`src/rtl/led_seq_pkg.sv`:
```
// Shared types for the LED sequencer: pattern mode encoding and sweep direction.
package led_seq_pkg;

  typedef enum logic [1:0] {
    MODE_COUNT   = 2'd0,
    MODE_SCAN    = 2'd1,
    MODE_BLINK   = 2'd2,
    MODE_BREATHE = 2'd3
  } mode_e;

  typedef enum logic {
    DIR_UP   = 1'b0,
    DIR_DOWN = 1'b1
  } dir_e;

endpackage

```
`src/rtl/tick_divider.sv`:
```
// Programmable prescaler: one-cycle tick every div+1 enabled clk50 cycles.
module tick_divider
  import led_seq_pkg::*;
#(
  parameter int unsigned DIV_WIDTH = 32
) (
  input  logic                 clk50,
  input  logic                 rst,
  input  logic                 enable,
  input  logic [DIV_WIDTH-1:0] div,
  output logic                 tick
);

  logic [DIV_WIDTH-1:0] count_q, count_d;
  logic                 tick_q, tick_d;

  // >= rather than == so a div lowered below the running count wraps at once.
  always_comb begin
    count_d = count_q;
    tick_d  = 1'b0;
    if (enable) begin
      if (count_q >= div) begin
        count_d = '0;
        tick_d  = 1'b1;
      end else begin
        count_d = count_q + DIV_WIDTH'(1);
      end
    end
  end

  always_ff @(posedge clk50) begin
    if (rst) begin
      count_q <= '0;
      tick_q  <= 1'b0;
    end else begin
      count_q <= count_d;
      tick_q  <= tick_d;
    end
  end

  assign tick = tick_q;

endmodule

```
`src/rtl/led_sequencer.sv`:
```
// LED pattern engine: four tick-driven modes, mode request handshake and a
// heartbeat that toggles each time the frame counter wraps.
module led_sequencer
  import led_seq_pkg::*;
#(
  parameter int unsigned CH        = 6,
  parameter int unsigned DIV_WIDTH = 32,
  parameter int unsigned PWM_BITS  = 4
) (
  input  logic                 clk50,
  input  logic                 rst,
  input  logic [DIV_WIDTH-1:0] div,
  input  logic                 enable,
  input  logic [1:0]           mode,
  input  logic                 mode_valid,
  output logic                 mode_ready,
  output logic                 tick,
  output logic [CH-1:0]        leds,
  output logic                 blink
);

  localparam int unsigned POS_W = (CH > 1) ? $clog2(CH) : 1;

  logic [PWM_BITS-1:0] lvl_max;
  assign lvl_max = '1;

  mode_e               mode_q, mode_d;
  mode_e               pend_q, pend_d;
  logic                ready_q, ready_d;
  logic [CH-1:0]       frame_q, frame_d;
  logic                blink_q, blink_d;
  logic [CH-1:0]       leds_q, leds_d;
  logic [POS_W-1:0]    pos_q, pos_d;
  dir_e                sdir_q, sdir_d;
  logic [PWM_BITS-1:0] level_q, level_d;
  dir_e                ldir_q, ldir_d;
  logic [PWM_BITS-1:0] pwm_q, pwm_d;
  logic                switch_c;

  tick_divider #(
    .DIV_WIDTH(DIV_WIDTH)
  ) u_tick_divider (
    .clk50 (clk50),
    .rst   (rst),
    .enable(enable),
    .div   (div),
    .tick  (tick)
  );

  always_comb begin
    mode_d   = mode_q;
    pend_d   = pend_q;
    ready_d  = ready_q;
    frame_d  = frame_q;
    blink_d  = blink_q;
    leds_d   = leds_q;
    pos_d    = pos_q;
    sdir_d   = sdir_q;
    level_d  = level_q;
    ldir_d   = ldir_q;
    pwm_d    = pwm_q + PWM_BITS'(1);
    // A pending request only exists once ready has dropped, so a request
    // accepted in a tick cycle waits for the following tick.
    switch_c = tick && !ready_q;

    if (mode_valid && ready_q) begin
      pend_d  = mode_e'(mode);
      ready_d = 1'b0;
    end

    if (tick) begin
      frame_d = frame_q + CH'(1);
      if (&frame_q) begin
        blink_d = ~blink_q;
      end

      if (switch_c) begin
        mode_d  = pend_q;
        ready_d = 1'b1;
        pos_d   = '0;
        sdir_d  = DIR_UP;
        level_d = '0;
        ldir_d  = DIR_UP;
        case (pend_q)
          MODE_COUNT: leds_d = frame_d;
          MODE_SCAN:  leds_d = CH'(1);
          MODE_BLINK: leds_d = '1;
          default:    leds_d = '0;
        endcase
      end else begin
        case (mode_q)
          MODE_COUNT: leds_d = frame_d;
          MODE_SCAN: begin
            if (CH > 1) begin
              if (sdir_q == DIR_UP) begin
                if (pos_q == POS_W'(CH - 1)) begin
                  pos_d  = pos_q - POS_W'(1);
                  sdir_d = DIR_DOWN;
                end else begin
                  pos_d = pos_q + POS_W'(1);
                end
              end else begin
                if (pos_q == '0) begin
                  pos_d  = pos_q + POS_W'(1);
                  sdir_d = DIR_UP;
                end else begin
                  pos_d = pos_q - POS_W'(1);
                end
              end
            end
            leds_d = CH'(1) << pos_d;
          end
          MODE_BLINK: leds_d = ~leds_q;
          default: begin
            if (ldir_q == DIR_UP) begin
              if (level_q == lvl_max) begin
                level_d = level_q - PWM_BITS'(1);
                ldir_d  = DIR_DOWN;
              end else begin
                level_d = level_q + PWM_BITS'(1);
              end
            end else begin
              if (level_q == '0) begin
                level_d = level_q + PWM_BITS'(1);
                ldir_d  = DIR_UP;
              end else begin
                level_d = level_q - PWM_BITS'(1);
              end
            end
          end
        endcase
      end
    end

    // Breathe output is a PWM compare refreshed every cycle, not only on ticks.
    if (mode_d == MODE_BREATHE) begin
      leds_d = {CH{pwm_q < level_d}};
    end
  end

  always_ff @(posedge clk50) begin
    if (rst) begin
      mode_q  <= MODE_COUNT;
      pend_q  <= MODE_COUNT;
      ready_q <= 1'b1;
      frame_q <= '0;
      blink_q <= 1'b0;
      leds_q  <= '0;
      pos_q   <= '0;
      sdir_q  <= DIR_UP;
      level_q <= '0;
      ldir_q  <= DIR_UP;
      pwm_q   <= '0;
    end else begin
      mode_q  <= mode_d;
      pend_q  <= pend_d;
      ready_q <= ready_d;
      frame_q <= frame_d;
      blink_q <= blink_d;
      leds_q  <= leds_d;
      pos_q   <= pos_d;
      sdir_q  <= sdir_d;
      level_q <= level_d;
      ldir_q  <= ldir_d;
      pwm_q   <= pwm_d;
    end
  end

  assign mode_ready = ready_q;
  assign leds       = leds_q;
  assign blink      = blink_q;

endmodule

```
`config.mk`:
```
export PLATFORM = sky130hd
export DESIGN_NAME = led_sequencer
export DESIGN_NICKNAME = d
export VERILOG_FILES = /design/src/rtl/led_seq_pkg.sv /design/src/rtl/tick_divider.sv /design/src/rtl/led_sequencer.sv
export SDC_FILE = /design/constraint.sdc
export NUM_CORES = 1
export LEC_CHECK = 0
export CORE_ASPECT_RATIO = 1.1
export CORE_UTILIZATION = 53
export CTS_BUF_LIST = sky130_fd_sc_hd__clkbuf_8
export DETAILED_ROUTE_END_ITERATION = 12
export MAX_ROUTING_LAYER = met4
export PLACE_DENSITY_LB_ADDON = 0.05
export SETUP_SLACK_MARGIN = 0.15
export SYNTH_ARGS = -nofsm -noshare
export SYNTH_HDL_FRONTEND = slang
export SYNTH_SLANG_ARGS = --single-unit
```
`constraint.sdc`:
```
create_clock -name clk50 -period 2.5 [get_ports clk50]
set_input_delay 0.375 -clock clk50 [delete_from_list [all_inputs] [get_ports clk50]]
set_output_delay 0.375 -clock clk50 [all_outputs]
set_load 0.005 [all_outputs]
```
# Yosys cells after proc, flatten, opt, wreduce, memory -nomap -nowiden
# Cells that the tools add are included.
# W data, S select, Z words.
[totals]
ff_bits = 64
output_inout_bits = 9
[classes]
n_addsub = 7
magnitude_cmp = 2
eq_ne = 8
n_shift = 1
muxes = 36
bitwise_logic = 3
n_reduce_logical = 16
[op_table]
columns = ["op", "n"]
rows = [
  ["$pmux W6 S3", 2],
  ["$add A32 B1 Y32 const B", 1],
  ["$ge A32 B32 Y1", 1],
  ["$mux W32", 1],
  ["$mux W3", 8],
  ["$mux W4", 6],
  ["$mux W6", 3],
  ["$mux W1", 14],
  ["$add A4 B1 Y4 const B", 2],
  ["$reduce_and A7 Y1", 1],
  ["$add A6 B1 Y6 const B", 1],
  ["$eq A2 B2 Y1 const B", 3],
  ["$not A6 Y6", 1],
  ["$reduce_and A2 Y1", 3],
  ["$shl A1 B3 Y6 const A", 1],
  ["$reduce_bool A5 Y1", 1],
  ["$eq A2 B1 Y1 const B", 2],
  ["$eq A4 B4 Y1 const B", 1],
  ["$logic_not A2 Y1", 2],
  ["$logic_not A4 Y1", 1],
  ["$lt A4 B4 Y1", 1],
  ["$mux W2", 2],
  ["$reduce_bool A2 Y1", 2],
  ["$sub A4 B1 Y4 const B", 1],
  ["other kinds (10)", 12],
]

# Longest topological paths before layout
[depth]
word_depth = 11
depth_mapped = 12
depth_no_buf = 12

# Modules after synthesis
# Synthesis repeated with hierarchy kept, for this count alone.
[hier_totals]
cells_unflattened = 532
area_unflattened_um2 = 4478.0
[by_module_without_submodules]
columns = ["module", "instances", "cells_per_inst", "area_each_um2", "seq_area_each_um2"]
rows = [
  ["tick_divider", 1, 280, 2444.8, 660.6],
  ["led_sequencer", 1, 252, 2033.2, 620.6],
]

# Worst setup path after synthesis
# No wires, ideal clock.
[synth_path]
path_kind = "reg2reg"
from = "register level_q[0]"
to = "register leds_q[0], in the netlist leds[0]"
arrival_ns = 2.597
setup_slack_ns = -0.183
stages_incl_launch_ff = 13
n_path_buf = 0
synth_period_minus_slack_ns = 2.683
path_cell_list = "dfxtp_1 > inv_1 > ha_1 > nand2b_1 > a22oi_1 > xor2_1 > o22ai_1 > a22oi_1 > ha_1 > o21a_1 > a2111oi_4 > nor3_1 > a211oi_1"
[synth_between]
elab_chain_cells = 8
word_cells_on_any_way = 12
cone_classes = "add/sub: 2; order compare: 1; eq/ne: 1; mux: 7; reduce/logical: 1"
[synth_rtl]
columns = ["item", "line", "text"]
rows = [
  ["start, declared", "led_sequencer.sv:35", "logic [PWM_BITS-1:0] level_q, level_d;"],
  ["start signal, assigned", "led_sequencer.sv:163", "level_q <= level_d;"],
  ["$add A4 B1 Y4 (tied with other cells)", "led_sequencer.sv:120, led_sequencer.sv:124", ""],
  ["$mux W4 (on tied branches)", "led_sequencer.sv:116, led_sequencer.sv:123", ""],
  ["$mux W4", "led_sequencer.sv:115", "if (ldir_q == DIR_UP) begin"],
  ["$mux W4", "led_sequencer.sv:91", "case (mode_q)"],
  ["$mux W4", "led_sequencer.sv:77", "if (switch_c) begin"],
  ["$mux W4 (*)", "led_sequencer.sv:71", "if (tick) begin"],
  ["$lt A4 B4 Y1 (*)", "led_sequencer.sv:137", "leds_d = {CH{pwm_q < level_d}};"],
  ["$mux W6 (*)", "led_sequencer.sv:136", "if (mode_d == MODE_BREATHE) begin"],
  ["end signal, assigned", "led_sequencer.sv:160", "leds_q <= leds_d;"],
  ["end, declared", "led_sequencer.sv:32", "logic [CH-1:0] leds_q, leds_d;"],
]
# Every way passes the cells marked *; elsewhere a longest branch is shown, timed or not.
# A chain may end at the register's enable or synchronous reset.

# Final worst setup path
[layout_path]
from = "register level_q[0]"
to = "register leds_q[3], in the netlist leds[3]"
# The elaborated chain is that of the path after synthesis.

==> flow_metrics.env <==
export IMPL_cp_required_ns=2.77
export IMPL_nFillCells=586
export IMPL_rsz0062_at_grt="true"
export IMPL_register_area_um2=1290
export IMPL_violations="setup timing"
export IMPL_finalSetupViolCount=6
export IMPL_utilization=0.746
export IMPL_crit_path_start_kind="register"
export IMPL_start_util=0.558
export IMPL_p_leak_uw=0.00233
export IMPL_yosysTopAreaCell="dfxtp_1"
export IMPL_worst_slew_pin_slew_ns=0.678
export IMPL_drt_first_pass_iters=4
export IMPL_portBuffers=46
export IMPL_multi_input_area_um2=2990
export IMPL_overflow=0
export IMPL_drive_gt1_frac=0.179
export IMPL_preCtsSetupSlack_ns=-0.275
export IMPL_holdCritPathClass="register to register"
export IMPL_status="finished with violations"
export IMPL_ys_flop_type="dfxtp_1"
export IMPL_ys_top_cells_by_count="dfxtp_1 (64), inv_1 (54), ha_1 (51), nor3_1 (44), nor2_1 (38)"
export IMPL_synthesis_nets=620
export IMPL_syn_inst=531
export IMPL_ys_types=53
export IMPL_gp_congestion=0.877
export IMPL_avgViaCountPerCell=5.65
export IMPL_setup_ws_ns=-0.253
export IMPL_clock_sinks=64
export IMPL_slew_headroom=0.547
export IMPL_vias=4093
export IMPL_final_setup_skew_ns=0.00620
export IMPL_endpoint_kind="register"
export IMPL_clock_fmax_ghz=0.363
export IMPL_drv_cap=0
export IMPL_max_vdd_ir_drop_v=0.000247
export IMPL_ctsLongestPathBuffers=2
export IMPL_dieArea_um2=8410
export IMPL_synth_edf_count=0
export IMPL_clk_pin_slew_ns=0.07
export IMPL_antenna_found_initial=0
export IMPL_grt_max_degree=45
export IMPL_wl_per_cell_um=15.4
export IMPL_tritoncts="built"
export IMPL_row_count=33
export IMPL_diodes=0
export IMPL_worstSkewPairLatency_ns=0.34
export IMPL_die_h_um=96.1
export IMPL_cts_made_buffers=9
export IMPL_synth_top_area_frac=0.300
export IMPL_power_per_cell_area_nw_per_um2=394
export IMPL_min_period_ns=2.75
export IMPL_syn2layout_area_growth_pct=33.6
export IMPL_htreeDepth=3
export IMPL_syn_area_per_cell_um2=8.03
export IMPL_synthesis_area_um2=4260
export IMPL_grt_usage=0.275
export IMPL_io_pins=47
export IMPL_num_nets_final=705
export IMPL_slew_viol_final=0
export IMPL_hold_viol=0
export IMPL_yosysMostFrequentCell="dfxtp_1"
export IMPL_ant_nets=0
export IMPL_core_region_area_um2=7640
export IMPL_synth_seq_cells=64
export IMPL_async_flop_share=0
export IMPL_fin_crit_sh=1.10
export IMPL_ctsRootBufferMaster="clkbuf_8"
export IMPL_critical_path_class="register to register"
export IMPL_yosysSeqAreaShare=0.300
export IMPL_die_w_um=87.5
export IMPL_crit_fanout=5
export IMPL_drtIter0Drc=126
export IMPL_setup_tns_ns=-1.41
export IMPL_place_hpwl_um=7740
export IMPL_crit_arrival_ns=3.02
export IMPL_ys_warn_count=0
export IMPL_grt_pass1_vias=3914
export IMPL_grt_pass1_wl_um=17600
export IMPL_netlist_top_cells_area="dfxtp_1 (30%), ha_1 (15%), xor2_1 (6.4%)"
export IMPL_drt_total_wl_um=11100
export IMPL_drc_errors=0
area by class of cell:
type                       count  area share
tap                          105      0.0231
sequential                    64       0.226
inverter                      54      0.0356
clock buffer                  11      0.0266
multi-input combinational    394       0.525
timing repair buffer          93       0.152
clock inverter                 4      0.0121
through the flow:
stage	hold slack, ns	area [µm²]	std cells	power (µW)
floorplan	0.430	4270	531	1150
global placement	0.453	5060	698	1240
detailed placement	0.462	5060	698	1250
CTS	0.461	5340	715	2240
global route	0.520	5700	725	2330
finish	0.479	5700	725	2250
worst paths after layout:
| kind | startpoint | to | slack, ns | cells after the start |
|---|---|---|---|---|
| setup / recovery | level_q[0]$_SDFF_PP0_ | leds[3]$_SDFFE_PP0P_ | -0.25 | 12 |
| hold / removal | pwm_q[0]$_SDFF_PP0_ | pwm_q[0]$_SDFF_PP0_ | 0.48 | 1 |
| setup reg to reg | level_q[0]$_SDFF_PP0_ | leds[3]$_SDFFE_PP0P_ | -0.25 | 12 |
| hold reg to reg | pwm_q[0]$_SDFF_PP0_ | pwm_q[0]$_SDFF_PP0_ | 0.48 | 1 |
per-layer routing:
| metal | part of all wire | GRT usage | vias to the layer above |
|---|---|---|---|
| met1 | 0.43 | 0.319 | 1930 |
| li1 | - | - | 2059 |
| met3 | 0.034 | 0.0412 | 16 |
| met5 | 0 | - | - |
| met2 | 0.52 | 0.479 | 88 |
| met4 | 0.014 | 0.107 | 0 |
what timing repair did:
action / in CTS / in global routing
endpoints found under the setup margin: 30 / 38
hold buffers: 0 / 0
resized for setup: 8 / 50
gates cloned: 0 / 3
pin swaps: 3 / 23
buffers inserted: 2 / 7
cells in the final DEF, fill, tap and decap left out, types with 3 or more instances in the layout:
master,count
dfxtp_1,62
inv_1,49
clkdlybuf4s50_1,41
buf_4,41
ha_1,39
nor2_1,38
nor3_1,35
nand2_1,34
xor2_1,31
a21oi_1,27
nand3_1,26
nand4_1,21
o21ai_0,20
xnor2_1,13
ha_4,12
clkbuf_8,11
nor3_2,8
and3_1,7
inv_2,6
nor2b_1,6
o211ai_1,5
or3_1,4
a211oi_2,4
dlymetal6s2s_1,4
o21a_1,3
a21o_1,3
o221ai_1,3
a22oi_1,3
a211oi_1,3
nor4_2,3
state kept, by name (all words and copies together), names as in the netlist:
| register | flops |
|---|---|
| u_tick_divider.count_q | 32 |
| frame_q | 6 |
| leds | 6 |
| level_q | 4 |
| pwm_q | 4 |
| pos_q | 3 |
| mode_q | 2 |
| pend_q | 2 |
| blink | 1 |
| ldir_q | 1 |
| mode_ready | 1 |
| sdir_q | 1 |
| u_tick_divider.tick | 1 |
power breakdown:
part / leakage (µW) / switching (µW) / total, µW / internal (µW)
Combinational: 0.00170 / 92.8 / 196 / 104
Sequential: 0.000518 / 13.6 / 1040 / 1030
Clock: 0.000117 / 401 / 1010 / 606
Total: 0.00233 / 508 / 2250 / 1740
critical path, stage by stage (launching register included):
cell and delay, ns:
dfxtp_4 0.37, ha_4 0.16, a21o_1 0.16, a22oi_2 0.20
xor2_1 0.24, o22ai_2 0.11, a22oi_2 0.20, ha_1 0.27
o21a_1 0.20, a2111oi_4 0.33, buf_4 0.19, nor2_4 0.06
a211oi_2 0.20
cells by family after synthesis:
group           after synthesis  share of synthesized area
mux                           1                    0.00235
buf+inv                      73                     0.0648
compound gates              103                      0.163
fa+ha+maj                    51                      0.150
xor+xnor                     44                     0.0904
flops                        64                      0.300
simple gates                195                      0.229
Note: power is estimated with default switching activity, not from simulation.
==> patch 1: new RTL, same settings <==
Register the output `leds` once more, cleared by the reset; this adds one clock of latency there. The other outputs are not delayed to match.
--- a/src/rtl/led_sequencer.sv
+++ b/src/rtl/led_sequencer.sv
@@ -167,7 +167,13 @@
   end
 
   assign mode_ready = ready_q;
-  assign leds       = leds_q;
+  always_ff @(posedge clk50) begin
+    if (rst) begin
+      leds <= '0;
+    end else begin
+      leds <= leds_q;
+    end
+  end
   assign blink      = blink_q;
 
 endmodule
Behaviour: not the same (Yosys sat finds a counterexample within 4 cycles, from zero or initial values and one cycle with rst high).
==> patch 1 against the original RTL <==
  * Sequential cell count rose by 6
  * Critical path type unchanged
  * Wire length fell by 16%
  * Total power fell by 8.3%
  * Largest cell class unchanged
  * Setup slack improved by 0.45 ns
  * Area after synthesis rose by 0.56%
  * Global-route usage fell by 4.4 points
  * Design area fell by 3.3%
  * Die area rose by 0.55%
==> patch 1: results (changes against the original RTL) <==
Status
  • Result of the run: finished clean (was finished, violations left)

Cells and area
  • Final layout net count: 687 (was 705)
  • Non-clock buffer area fraction after layout: 12.4% (was 15.2%)
  • Area of the multi-input gates: 0.00294 mm² (was 0.00299 mm²)
  • Fill cell total of the finished layout: 661 (was 586)
  • Area fraction of clock buffers and clock inverters: 2.59% (was 3.87%)
  • Post-synthesis to final-layout area growth: 28.4% (was 33.6%)
  • Share of post-route cells with drive strength above 1: 18.8% (was 17.9%)

Route
  • Per-cell via count in the routed design: 5.26 (was 5.65)
  • DR iter-0 viols: 98 (was 126)

Yosys
  • Compound-gate portion of the synthesized area: 13.7% (was 16.3%)
  • Distinct cells, synth: 45 (was 53)
  • Synthesized-area fraction occupied by xor and xnor cells: 8.78% (was 9.04%)
  • Gate count of the mapped netlist: 529 (was 531)
  • Mux contribution to synthesized area: 0.233% (was 0.235%)

Placement
  • Total cell area at the placement stage: 0.00498 mm² (was 0.00506 mm²)
  • Setup slack after placement: -0.340 ns (was -0.275 ns)
  • RD Place Congestion: 0.865 (was 0.877)
  • Post-DP HPWL: 6.56 mm (was 7.74 mm)

Worst setup path
  • Data arrival at the endpoint of the critical path: 2.57 ns (was 3.02 ns)
  • Worst-case register-to-register setup slack: 0.19 ns (was -0.25 ns)
  • Critical Path Fanout Max: 6 (was 5)

Global routing
  • Gr usage total: 23.2% (was 27.5%)
  • Maximum number of pins on one net before global-route repair: 39 (was 45)

Pwr
  • Leakage: 2.28 nW (was 2.33 nW)
  • Worst vdd rail ir drop: 324 µV (was 247 µV)

Floorplan
  • Die width: 87.8 µm (was 87.5 µm)

STA
  • Final worst clock skew: 0.00949 ns (was 0.00620 ns)
  • Final Hold Slack: 0.470 ns (was 0.479 ns)
patch 1: cell count changes after synthesis, sizes merged, moves of 6 or more:
| cell | delta |
|---|---|
| clkbuf | -6 |
| dfxtp | +6 |
| inv | -8 |
| nand2 | +8 |
| nand2b | +7 |
| nand4 | -10 |
| nor2 | +29 |
| nor2b | +7 |
| nor3 | -39 |
patch 1: layer usage:
metal	global-route usage (%)	share of wire, %	vias to the layer above
met5	-	0	-
met4	7.65	1.8	0
met3	4.20	2.6	16
met2	42.7	53	47
met1	24.8	43	1723
li1	-	-	1937
patch 1: logic make-up (layout without fill, tap and decap cells):
family          after synthesis  after routing
compound gates               92             92
xor+xnor                     43             43
fa+ha+maj                    51             51
buf+inv                      63            134
flops                        70             70
mux                           1              1
simple gates                209            209
patch 1: power breakdown:
part           leakage (nW)  internal, mW  switching (mW)
Clock                0.0818         0.334           0.389
Combinational          1.63         0.111          0.0874
Sequential            0.573          1.12          0.0151
==> patch 2: new RTL, same settings <==
Without the edit above. `DIV_WIDTH` is set to 32 in 2 places; all go to 36.
--- a/src/rtl/tick_divider.sv
+++ b/src/rtl/tick_divider.sv
@@ -2,7 +2,7 @@
 module tick_divider
   import led_seq_pkg::*;
 #(
-  parameter int unsigned DIV_WIDTH = 32
+  parameter int unsigned DIV_WIDTH = 36
 ) (
   input  logic                 clk50,
   input  logic                 rst,
--- a/src/rtl/led_sequencer.sv
+++ b/src/rtl/led_sequencer.sv
@@ -4,7 +4,7 @@
   import led_seq_pkg::*;
 #(
   parameter int unsigned CH        = 6,
-  parameter int unsigned DIV_WIDTH = 32,
+  parameter int unsigned DIV_WIDTH = 36,
   parameter int unsigned PWM_BITS  = 4
 ) (
   input  logic                 clk50,
Interface: changed (resized div); port bits go from 47 to 51. No check against the original RTL was run, so the function may have changed too.
==> patch 2 against the original RTL <==
  * The run still ends with setup timing left
  * Sequential cell count is 4 higher
  * Area after synthesis rose by 6.2%
  * Sequential share of layout area decreased by 1.6 points
  * Design area is 16% higher
  * Critical path depth is 1 lower
  * Wire length is 22% higher
  * Setup slack improved by 0.18 ns
  * Fmax grew 6.9%
  * Total power grew 7.5%
  * Highest routed layer unchanged
==> patch 2: results (changes against the original RTL) <==
Status
  • Result of the run: finished, violations left (unchanged)
  • Violations in the final reports: setup timing (unchanged)

Pwr
  • Worst vdd rail ir drop: 287 µV (was 247 µV)
  • Leakage: 2.66 nW (was 2.33 nW)

Clock tree
  • Post-cts repair resize count: 97 (was 8)

STA
  • Final Worst Setup Slack: -0.0752 ns (was -0.253 ns)
  • Final worst clock skew: 0.0123 ns (was 0.00620 ns)
  • Final setup violation count: 22 (was 6)
  • Least-Margin Pin Slew: 0.442 ns (was 0.678 ns)

Cells and area
  • Largest register FFs: 36 (was 32)
  • Fill cell total of the finished layout: 524 (was 586)
  • Share of post-route cells with drive strength above 1: 30.2% (was 17.9%)
  • Final layout net count: 767 (was 705)

Worst setup path
  • Data arrival at the endpoint of the critical path: 2.84 ns (was 3.02 ns)
  • Critical Path Fanout Max: 6 (was 5)

Route
  • Total Routed Length: 13.6 mm (was 11.1 mm)
  • DR iter-0 viols: 292 (was 126)
  • M1 wire length: 5.34 mm (was 4.84 mm)
  • Detailed route wirelength on metal2: 7.15 mm (was 5.76 mm)

Yosys
  • Syn nets: 654 (was 620)
  • Sequential element share of the synthesized area: 30.1% (was 30.0%)
  • Distinct cells, synth: 56 (was 53)

Global routing
  • Met2 routing resource usage after global routing: 52.5% (was 47.9%)
  • Fraction of met1 tracks used by global routing: 31.6% (was 31.9%)
  • Met3 track demand over resource in global routing: 3.70% (was 4.12%)
  • Wire length of the first global-routing pass: 20.2 mm (was 17.6 mm)
  • Vias in the first global route: 4,402 (was 3,914)

Placement
  • RD Place Congestion: 0.817 (was 0.877)
  • Total cell area at the placement stage: 0.00544 mm² (was 0.00506 mm²)
[patch 2: cell types whose count changed after synthesis, moves of 6 or more]
cell / before / now
sky130_fd_sc_hd__nand2b_1: 2 / 8
sky130_fd_sc_hd__nand2_1: 34 / 40
sky130_fd_sc_hd__nor3_1: 44 / 10
sky130_fd_sc_hd__xnor2_1: 13 / 19
sky130_fd_sc_hd__clkbuf_1: 17 / 9
sky130_fd_sc_hd__nor2_1: 38 / 81
[patch 2: kinds of logic (layout without fill, tap and decap cells)]
| logic type | Yosys count | in the layout | share of synthesized area (%) |
|---|---|---|---|
| multiplexers | 2 | 2 | 0.718 |
| flip-flops | 68 | 68 | 30.1 |
| XOR/XNOR | 46 | 46 | 8.90 |
| AND/OR/NAND/NOR | 222 | 222 | 24.6 |
| buffers and inverters | 72 | 190 | 6.44 |
| adder cells (fa/ha/maj) | 55 | 55 | 15.2 |
| AO/OA/AOI/OAI | 92 | 92 | 14.0 |
[patch 2: layout make-up]
| cell class | instances | area share (%) |
|---|---|---|
| Inverter | 57 | 3.23 |
| Multi-Input combinational cell | 417 | 53.7 |
| Tap cell | 111 | 2.10 |
| Sequential cell | 68 | 21.0 |
| Timing Repair Buffer | 117 | 16.7 |
| Clock inverter | 6 | 1.21 |
| Clock buffer | 10 | 2.08 |
[patch 2: final timing paths]
| kind | from | endpoint | slack, ns | cells after the start |
|---|---|---|---|---|
| max reg2reg | level_q[0] | leds[1] | -0.08 | 11 |
| min | pwm_q[0] | pwm_q[0] | 0.48 | 1 |
| min reg2reg | pwm_q[0] | pwm_q[0] | 0.48 | 1 |
| max | level_q[0] | leds[1] | -0.08 | 11 |
[patch 2: per-stage QoR]
stage / worst slack [ns] / TNS, ns / util [%]
after floorplan: -0.0363 / -0.204 / -
after global placement: -0.292 / -10.86 / 65.4
after detailed placement: -0.367 / -13.54 / 65.4
after CTS: -0.0808 / -0.366 / 74.9
after global routing: -0.214 / -2.81 / 79.6
final: -0.0752 / -0.862 / 79.6
[patch 2: critical path, stage by stage, from the launching register on]
cell,delay (ns)
sky130_fd_sc_hd__dfxtp_4,0.37
sky130_fd_sc_hd__inv_2,0.04
sky130_fd_sc_hd__ha_2,0.16
sky130_fd_sc_hd__nand2b_1,0.10
sky130_fd_sc_hd__a22oi_2,0.07
sky130_fd_sc_hd__or4_4,0.42
sky130_fd_sc_hd__a21oi_2,0.16
sky130_fd_sc_hd__xor2_1,0.16
sky130_fd_sc_hd__nand2_1,0.12
sky130_fd_sc_hd__ha_4,0.23
sky130_fd_sc_hd__o311a_4,0.43
sky130_fd_sc_hd__a211oi_2,0.24
[patch 2: report_power, final]
| part | internal, mW | total [mW] | switching, mW |
|---|---|---|---|
| sequential | 1.09 | 1.10 | 0.0132 |
| clock | 0.581 | 1.02 | 0.439 |
| combinational | 0.152 | 0.293 | 0.141 |
